`config.mk`:
```
export PLATFORM = sky130hd
export DESIGN_NAME = id_ex_stage_p
export DESIGN_NICKNAME = d
export VERILOG_FILES = /design/src/rtl/pipe_pkg.sv /design/src/rtl/regfile_p.sv /design/src/rtl/id_ex_stage_p.sv
export SDC_FILE = /design/constraint.sdc
export NUM_CORES = 2
export LEC_CHECK = 0
export ABC_CLOCK_PERIOD_IN_PS = 5700
export CORE_AREA = 2 2 339 341
export CTS_BUF_LIST = sky130_fd_sc_hd__clkbuf_16
export CTS_CLUSTER_SIZE = 24
export DETAILED_ROUTE_END_ITERATION = 6
export DIE_AREA = 0 0 341 343
export GPL_ROUTABILITY_DRIVEN = 1
export GPL_TIMING_DRIVEN = 0
export MAX_ROUTING_LAYER = met4
export PLACE_DENSITY = 0.8
export SYNTH_ARGS = -nofsm -noshare
export SYNTH_HDL_FRONTEND = slang
export SYNTH_SLANG_ARGS = --single-unit
```
`constraint.sdc`:
```
create_clock -name clk -period 5.7 [get_ports clk]
set_input_delay 0.855 -clock clk [delete_from_list [all_inputs] [get_ports clk]]
set_output_delay 0.855 -clock clk [all_outputs]
set_load 0.05 [all_outputs]
```
`src/rtl/pipe_pkg.sv`:
```
// Shared pipeline encodings and the ID/EX control bundle.
// Imported by the decode stage and its register file.
package pipe_pkg;

  localparam logic [2:0] IMM_I = 3'b000;
  localparam logic [2:0] IMM_S = 3'b001;
  localparam logic [2:0] IMM_B = 3'b010;
  localparam logic [2:0] IMM_J = 3'b011;
  localparam logic [2:0] IMM_U = 3'b100;

  localparam logic [1:0] RES_ALU  = 2'b00;
  localparam logic [1:0] RES_LOAD = 2'b01;
  localparam logic [1:0] RES_PC4  = 2'b10;

  // Widest ALU op field the bundle can carry.
  localparam int ALUC_MAXW = 8;

  function automatic int rf_aw(input int n);
    return (n > 1) ? $clog2(n) : 1;
  endfunction

  typedef struct packed {
    logic                 valid;
    logic                 regwrite;
    logic [1:0]           resultsrc;
    logic                 memwrite;
    logic                 branch;
    logic                 jump;
    logic                 alusrc;
    logic [ALUC_MAXW-1:0] alucontrol;
  } idex_ctrl_t;

endpackage

```
`src/rtl/regfile_p.sv`:
```
// Architectural register file: 2 async reads, 1 sync write.
// x0 is hardwired to zero; optional write-first bypass.
module regfile_p
  import pipe_pkg::*;
#(
  parameter int XLEN      = 32,
  parameter int NREG      = 32,
  parameter int WB_BYPASS = 1,
  localparam int AW       = rf_aw(NREG)
) (
  input  logic            clk,
  input  logic            rst,
  input  logic            i_we,
  input  logic [AW-1:0]   i_wa,
  input  logic [XLEN-1:0] i_wd,
  input  logic [AW-1:0]   i_ra1,
  input  logic [AW-1:0]   i_ra2,
  output logic [XLEN-1:0] o_rd1,
  output logic [XLEN-1:0] o_rd2
);

  logic [XLEN-1:0] r_mem [NREG];
  logic            w_wr;
  logic            w_hit1;
  logic            w_hit2;

  assign w_wr   = i_we && (i_wa != '0);
  assign w_hit1 = (WB_BYPASS != 0) && w_wr && (i_wa == i_ra1);
  assign w_hit2 = (WB_BYPASS != 0) && w_wr && (i_wa == i_ra2);

  // Clear on reset, otherwise write-back (never to x0).
  always_ff @(posedge clk or negedge rst) begin
    if (!rst) begin
      for (int k = 0; k < NREG; k++) begin
        r_mem[k] <= '0;
      end
    end else if (w_wr) begin
      r_mem[i_wa] <= i_wd;
    end
  end

  // Port 1 read: x0 reads zero, bypass wins over array.
  always_comb begin
    o_rd1 = '0;
    if (i_ra1 != '0) begin
      o_rd1 = w_hit1 ? i_wd : r_mem[i_ra1];
    end
  end

  // Port 2 read: same rules as port 1.
  always_comb begin
    o_rd2 = '0;
    if (i_ra2 != '0) begin
      o_rd2 = w_hit2 ? i_wd : r_mem[i_ra2];
    end
  end

endmodule

```
`src/rtl/id_ex_stage_p.sv`:
```
// Decode stage: regfile read, immediate gen, load-use
// detection and the ID/EX pipeline register.
module id_ex_stage_p
  import pipe_pkg::*;
#(
  parameter int XLEN      = 32,
  parameter int NREG      = 32,
  parameter int ALUC_W    = 3,
  parameter int WB_BYPASS = 1,
  localparam int AW       = rf_aw(NREG)
) (
  input  logic              clk,
  input  logic              rst,
  input  logic              valid_d,
  input  logic [31:0]       instr_d,
  input  logic [XLEN-1:0]   pc_d,
  input  logic [XLEN-1:0]   pcplus4_d,
  input  logic              regwrite_d,
  input  logic [1:0]        resultsrc_d,
  input  logic              memwrite_d,
  input  logic              branch_d,
  input  logic              jump_d,
  input  logic              alusrc_d,
  input  logic [ALUC_W-1:0] alucontrol_d,
  input  logic [2:0]        immsrc_d,
  input  logic              stall_i,
  input  logic              flush_i,
  input  logic              regwrite_w,
  input  logic [AW-1:0]     rd_w,
  input  logic [XLEN-1:0]   result_w,
  output logic              stall_req_o,
  output logic              valid_e,
  output logic              regwrite_e,
  output logic              memwrite_e,
  output logic              branch_e,
  output logic              jump_e,
  output logic              alusrc_e,
  output logic [1:0]        resultsrc_e,
  output logic [ALUC_W-1:0] alucontrol_e,
  output logic [XLEN-1:0]   rd1_e,
  output logic [XLEN-1:0]   rd2_e,
  output logic [XLEN-1:0]   immext_e,
  output logic [XLEN-1:0]   pc_e,
  output logic [XLEN-1:0]   pcplus4_e,
  output logic [AW-1:0]     rs1_e,
  output logic [AW-1:0]     rs2_e,
  output logic [AW-1:0]     rd_e
);

  idex_ctrl_t      r_ctrl;
  logic [XLEN-1:0] r_rd1;
  logic [XLEN-1:0] r_rd2;
  logic [XLEN-1:0] r_imm;
  logic [XLEN-1:0] r_pc;
  logic [XLEN-1:0] r_pc4;
  logic [AW-1:0]   r_rs1;
  logic [AW-1:0]   r_rs2;
  logic [AW-1:0]   r_rd;

  idex_ctrl_t      w_ctrl_d;
  logic [AW-1:0]   w_rs1;
  logic [AW-1:0]   w_rs2;
  logic [AW-1:0]   w_rd;
  logic [XLEN-1:0] w_rd1;
  logic [XLEN-1:0] w_rd2;
  logic [31:0]     w_imm32;
  logic [XLEN-1:0] w_immext;
  logic            w_stall_req;
  logic            w_bubble;
  logic            w_unused;

  assign w_rs1 = instr_d[15 +: AW];
  assign w_rs2 = instr_d[20 +: AW];
  assign w_rd  = instr_d[7 +: AW];

  regfile_p #(
    .XLEN      (XLEN),
    .NREG      (NREG),
    .WB_BYPASS (WB_BYPASS)
  ) u_rf (
    .clk   (clk),
    .rst   (rst),
    .i_we  (regwrite_w),
    .i_wa  (rd_w),
    .i_wd  (result_w),
    .i_ra1 (w_rs1),
    .i_ra2 (w_rs2),
    .o_rd1 (w_rd1),
    .o_rd2 (w_rd2)
  );

  // Immediate formats, 32-bit sign-extended before widening.
  always_comb begin
    w_imm32 = '0;
    case (immsrc_d)
      IMM_I: w_imm32 = {{20{instr_d[31]}}, instr_d[31:20]};
      IMM_S: w_imm32 = {{20{instr_d[31]}}, instr_d[31:25],
                        instr_d[11:7]};
      IMM_B: w_imm32 = {{19{instr_d[31]}}, instr_d[31],
                        instr_d[7], instr_d[30:25],
                        instr_d[11:8], 1'b0};
      IMM_J: w_imm32 = {{11{instr_d[31]}}, instr_d[31],
                        instr_d[19:12], instr_d[20],
                        instr_d[30:21], 1'b0};
      IMM_U: w_imm32 = {instr_d[31:12], 12'b0};
      default: w_imm32 = '0;
    endcase
  end

  assign w_immext = XLEN'($signed(w_imm32));

  // Decode controls; an invalid slot carries no controls.
  always_comb begin
    w_ctrl_d       = '0;
    w_ctrl_d.valid = valid_d;
    if (valid_d) begin
      w_ctrl_d.regwrite   = regwrite_d;
      w_ctrl_d.resultsrc  = resultsrc_d;
      w_ctrl_d.memwrite   = memwrite_d;
      w_ctrl_d.branch     = branch_d;
      w_ctrl_d.jump       = jump_d;
      w_ctrl_d.alusrc     = alusrc_d;
      w_ctrl_d.alucontrol = ALUC_MAXW'(alucontrol_d);
    end
  end

  assign w_stall_req = r_ctrl.valid
                    && (r_ctrl.resultsrc == RES_LOAD)
                    && (r_rd != '0)
                    && valid_d
                    && ((r_rd == w_rs1) || (r_rd == w_rs2));

  // Hold beats a load-use bubble; flush beats both.
  assign w_bubble = flush_i || (!stall_i && w_stall_req);

  // ID/EX register: reset, bubble, hold or capture.
  always_ff @(posedge clk or negedge rst) begin
    if (!rst) begin
      r_ctrl <= '0;
      r_rd1  <= '0;
      r_rd2  <= '0;
      r_imm  <= '0;
      r_pc   <= '0;
      r_pc4  <= '0;
      r_rs1  <= '0;
      r_rs2  <= '0;
      r_rd   <= '0;
    end else if (w_bubble) begin
      r_ctrl <= '0;
      r_rd1  <= '0;
      r_rd2  <= '0;
      r_imm  <= '0;
      r_pc   <= '0;
      r_pc4  <= '0;
      r_rs1  <= '0;
      r_rs2  <= '0;
      r_rd   <= '0;
    end else if (!stall_i) begin
      r_ctrl <= w_ctrl_d;
      r_rd1  <= w_rd1;
      r_rd2  <= w_rd2;
      r_imm  <= w_immext;
      r_pc   <= pc_d;
      r_pc4  <= pcplus4_d;
      r_rs1  <= w_rs1;
      r_rs2  <= w_rs2;
      r_rd   <= w_rd;
    end
  end

  assign stall_req_o  = w_stall_req;
  assign valid_e      = r_ctrl.valid;
  assign regwrite_e   = r_ctrl.regwrite;
  assign resultsrc_e  = r_ctrl.resultsrc;
  assign memwrite_e   = r_ctrl.memwrite;
  assign branch_e     = r_ctrl.branch;
  assign jump_e       = r_ctrl.jump;
  assign alusrc_e     = r_ctrl.alusrc;
  assign alucontrol_e = r_ctrl.alucontrol[ALUC_W-1:0];
  assign rd1_e        = r_rd1;
  assign rd2_e        = r_rd2;
  assign immext_e     = r_imm;
  assign pc_e         = r_pc;
  assign pcplus4_e    = r_pc4;
  assign rs1_e        = r_rs1;
  assign rs2_e        = r_rs2;
  assign rd_e         = r_rd;

  assign w_unused = ^{instr_d, r_ctrl.alucontrol};

endmodule

```
* Word-level counts from Yosys, hierarchy flattened
Index checks and enable logic that the tools add are counted.
** Operators by class
- $lt $le $gt $ge :: 4
- Mux-type cells :: 33
- Bitwise logic cells :: 3
- Reduce and logical (&&, ||, !) cells :: 17
- Equal/unequal tests :: 10
** Operators by type and width (number)
- $bwmux 1024 :: 1
- $mux 32 :: 19
- $bmux 32 s5 :: 2
- $demux 32 s5 :: 1
- $pmux 32 s5 :: 1
- $mux 16 :: 2
- $mux 5 :: 6
- $eq 5x5->1 :: 4
- $reduce_bool 5->1 :: 4
- $ge 6x6->1 const B :: 3
- $not 5->6 :: 3
- $mux 15 :: 1
- $logic_and 1x1->1 :: 9
- $eq 3x2->1 const B :: 2
- $lt 6x1->1 const B :: 1
- $eq 3x1->1 const B :: 1
- $eq 3x3->1 const B :: 1
- $logic_not 3->1 :: 1
- $eq 2x1->1 const B :: 1
- $logic_or 1x1->1 :: 2
- $ne 2x1->1 const B :: 1
- $logic_not 1->1 :: 1
** Word-level totals
- Input bits :: 152
- Register bits after elaboration :: 1210
- Word-level logic and storage cells :: 115

* Longest topological paths before layout
- Word-level depth :: 8
- Mapped depth :: 10
- Mapped depth without buffers :: 6

* Modules after synthesis
From an unflattened synthesis, not the netlist that was laid out.
** Second synthesis, totals
- Cell total of the unflattened synthesis :: 4443
- Area, all modules :: 63084.3 µm²
** Modules (own cells, without submodules)
- regfile_p :: area each 55554.5 µm², times used 1, cells each 3851
- id_ex_stage_p :: area each 7529.7 µm², times used 1, cells each 592

* Worst setup path before layout
No wires, ideal clock.
- Path type :: in2out
- Start point :: input instr_d[20]
- End point :: output stall_req_o
- Cell stages on the path :: 5
- Setup slack :: 2.619 ns
- Data required time :: 4.845 ns
- Arrival :: 2.226 ns
- Buffers on the path :: 1
- Cells stage by stage :: buf_2 -> xor2_1 -> nor3_1 -> a22oi_1 -> nor2_1
** Between the ends
- Word-level cells in the longest chain between the ends :: 3
** RTL lines
- from (decl) :: line id_ex_stage_p.sv:15 : input logic [31:0] instr_d,
- $eq 5x5->1 :: line id_ex_stage_p.sv:131 : && ((r_rd == w_rs1) || (r_rd == w_rs2));
- $logic_or 1x1->1 :: line id_ex_stage_p.sv:131
- $logic_and 1x1->1 :: line id_ex_stage_p.sv:131
- to (decl) :: line id_ex_stage_p.sv:31 : output logic stall_req_o,
Every way passes these cells.

* Worst setup path after layout
- Start point :: input instr_d[22]
- End point :: register r_rd2[11], in the netlist rd2_e[11]
** Between the ends
- Word-level cells in the longest chain between the ends :: 8
** RTL lines
- $not 5->6 (implied by the code) :: line regfile_p.sv:54 : o_rd2 = w_hit2 ? i_wd : r_mem[i_ra2];
- $bmux 32 s5 :: line regfile_p.sv:54
- $mux 32 (implied by the code) (2 in a row) :: line regfile_p.sv:54
- $mux 32 :: line regfile_p.sv:54
- $mux 32 :: line regfile_p.sv:53 : if (i_ra2 != '0) begin
- $mux 32 :: line id_ex_stage_p.sv:158 : end else if (!stall_i) begin
- $mux 32 :: line id_ex_stage_p.sv:148 : end else if (w_bubble) begin
- to (signal assigned) :: line id_ex_stage_p.sv:161 : r_rd2 <= w_rd2;
- to (decl) :: line id_ex_stage_p.sv:52 : logic [XLEN-1:0] r_rd2;
Parallel ways exist; a longest one is shown, timed or not. The select of a mux whose other input is x is not followed.
A chain may end at the register's enable or synchronous reset.

==> out/qor.csv <==
metric,value,unit
status,"complete, but fails checks",
failing checks,"capacitance limit, slew limit",
Rows,124,
"area leader, netlist",dfrtp_1,
Cells after Synth,4605,
Tot GR Track Use,40.6,%
DRT Pass-1 Iters,6,
Critical Path Stages,7,
share of layout cells above drive strength 1,29.9,%
Starting Density,54.6,%
Crit-path slowest cell,clkbuf_1,
Post-CTS Setup Inserts,0,
power per standard cell area,347,nW/µm²
"Seq/Total Area, Yosys",48.9,%
Setup WS post-layout,0.262,ns
via count,47100,
initial antenna violation count,18,
Rel. slew slack,-7.97,%
top post-synthesis cells by area,"dfrtp_1 (49%), mux2_2 (18%), mux2i_1 (10%)",
CTS Buf Count,130,
detailed placer's ending HPWL,167,mm
Max Root-Sink Buffers,3,
grt total ovfl,0,
Final Skew,0.0342,ns
Tightest Pin Transition,1.62,ns
Seq cells post-synth,1210,
hold slack,0.479,ns
# hold bufs at CTS,1,
"Cell Area, Synth",61900,µm²
pre-CTS setup slack,0.182,ns
"count leader, synth",dfrtp_1,
count of final setup violators,0,
post-CTS sizing,0,
Tmin final,5.44,ns
DIE HEIGHT,343,µm
vias per cell,7.03,
Max-cap violations,5,
Critical Path End Type,register,
"Reg clk slew, reported paths",0.06,ns
Worst EP arrival,6.14,ns
worst path bufs/invs,3,
RSZ-0062 raised after global routing,no,
max frequency,184,MHz
Worst Setup Start Kind,input port,
Setup CP Type,in2reg,
Final Net Count,5215,
share of flip-flops with an asynchronous set or reset,100,%
Peak VDD IR,0.330,mV
DRC viols,0,
Setup Total Neg Slack,0,ns
Main synth FF type,dfrtp_1,
Sink Count,1210,
routability cong.,1.06,
Ports,339,
Worst Hold Class,reg2reg,
vias in the first global route,46400,
antenna-violating nets left,0,
initial drt markers,6732,
FF-to-FF path depth,7,
Final Max Slew Viols,47,
CP cell instances,clkdlybuf4s50_1 -> buf_2 -> nor2_1 -> clkbuf_1 -> a211oi_1 -> nor4_1 -> a221o_1,
Buffers on Ports,318,
clk root buf,clkbuf_16,
Post-synth top cells,"dfrtp_1 (1,210), mux2_2 (988), mux2i_1 (625), clkbuf_1 (321), a22oi_1 (274)",
Top delay family on crit path,buffers and inverters,
Placeable Area,113000,µm²
first-pass GRT wire length,329,mm
H-Tree Depth,4,
post-synth net total,4757,
top-area cell type share of the netlist area,48.9,%
crit share post-route,95.4,%
critical path's largest stage delay,1.23,ns
number of synthesized flops with an enable pin,0,
final wirelength,234,mm
final hold violations,0,
P_leak,31.7,nW
area added between synthesis and finish,15.2,%
Clock Latency Late Sink,0.77,ns
hold path cells,2,
die area,117000,µm²
CP Max Fanout,10,
WP data required,6.40,ns
CTS tree,done,
Avg Inst Size Synth,13.4,µm²
synth warn,0,
Synth cell types,54,
Die W,341,µm
largest net degree at the start of global routing,180,
routed length per instance,34.9,µm
logic make-up after synthesis:
logic type	synth area share (%)
compound gates	8.71
xor+xnor	0.297
mux	35.7
flops	48.9
buf+inv	3.58
simple gates	2.82
final cells by class:
| class | instances | area, µm² |
|---|---|---|
| flip-flops and latches | 1210 | 30300 |
| inverters | 3 | 11.3 |
| clock inverters | 98 | 708 |
| well taps | 1512 | 1890 |
| fillers | 8580 | 42100 |
| multi-input cells | 2872 | 29400 |
| repair buffers | 326 | 3400 |
| plain buffers | 520 | 2210 |
| diodes | 20 | 50.0 |
| clock buffers | 134 | 3350 |
per-stage QoR:
stage	total power, mW	instances	area [µm²]	util, %
floorplan	14.4	4605	61900	-
global placement	16.1	6435	67000	59.0
detailed placement	16.3	6442	67200	59.2
CTS	24.5	6675	71200	62.8
global route	25.4	6691	71300	62.9
finish	24.7	6695	71300	62.9
where the power goes:
group	total, mW	internal, mW	switching (mW)
registers	11.3	10.1	1.23
clock network	8.33	4.70	3.63
logic	5.14	2.52	2.62
total	24.7	17.3	7.47
layout by cell type (no fill, tap or decap), types with 32 or more instances in the layout:
cell type,synthesis,layout
a21oi_1,65,65
a221o_1,32,32
a22o_1,142,142
a22oi_1,274,274
buf_1,60,60
buf_2,125,125
clkbuf_1,321,317
clkbuf_16,0,134
clkdlybuf4s50_1,0,317
dfrtp_1,1210,1210
inv_1,3,34
mux2_2,988,988
mux2i_1,625,625
mux4_2,204,204
nand2_1,69,69
nand3_1,128,128
o21ai_0,52,52
o22ai_1,32,32
final timing paths:
path | start | endpoint | slack, ns
max | instr_d[22] | rd2_e[11] | 0.26
min | immext_e[29] | immext_e[29] | 0.48
max reg2reg | rd_e[0] | rd2_e[18] | 2.11
min reg2reg | immext_e[29] | immext_e[29] | 0.48
max in group asynchronous | rst | pc_e[31] | 3.08
min in group asynchronous | rst | u_rf.r_mem[296] | 0.63
sequential cells by signal (all words and copies together) (netlist names):
| register | count |
|---|---|
| alucontrol_e | 3 |
| alusrc_e | 1 |
| branch_e | 1 |
| immext_e | 32 |
| jump_e | 1 |
| memwrite_e | 1 |
| pc_e | 32 |
| pcplus4_e | 32 |
| rd1_e | 32 |
| rd2_e | 32 |
| rd_e | 5 |
| regwrite_e | 1 |
| resultsrc_e | 2 |
| rs1_e | 5 |
| rs2_e | 5 |
| u_rf.r_mem | 1024 |
| valid_e | 1 |
worst register-to-register path, stage by stage (launching register included):
cell      delay (ns)
dfrtp_1         0.45
xor2_1          0.18
nor3_1          0.21
a22oi_1         0.25
o21ai_1         0.83
clkbuf_1        0.89
nor3_1          0.32
a221o_1         0.35
layer usage:
layer,global-route usage [%],wire (µm)
met5,-,0
met2,55.2,98300
met3,18.0,34300
met4,23.2,15600
met1,50.0,85800
Power figures use the tool's default switching activity.
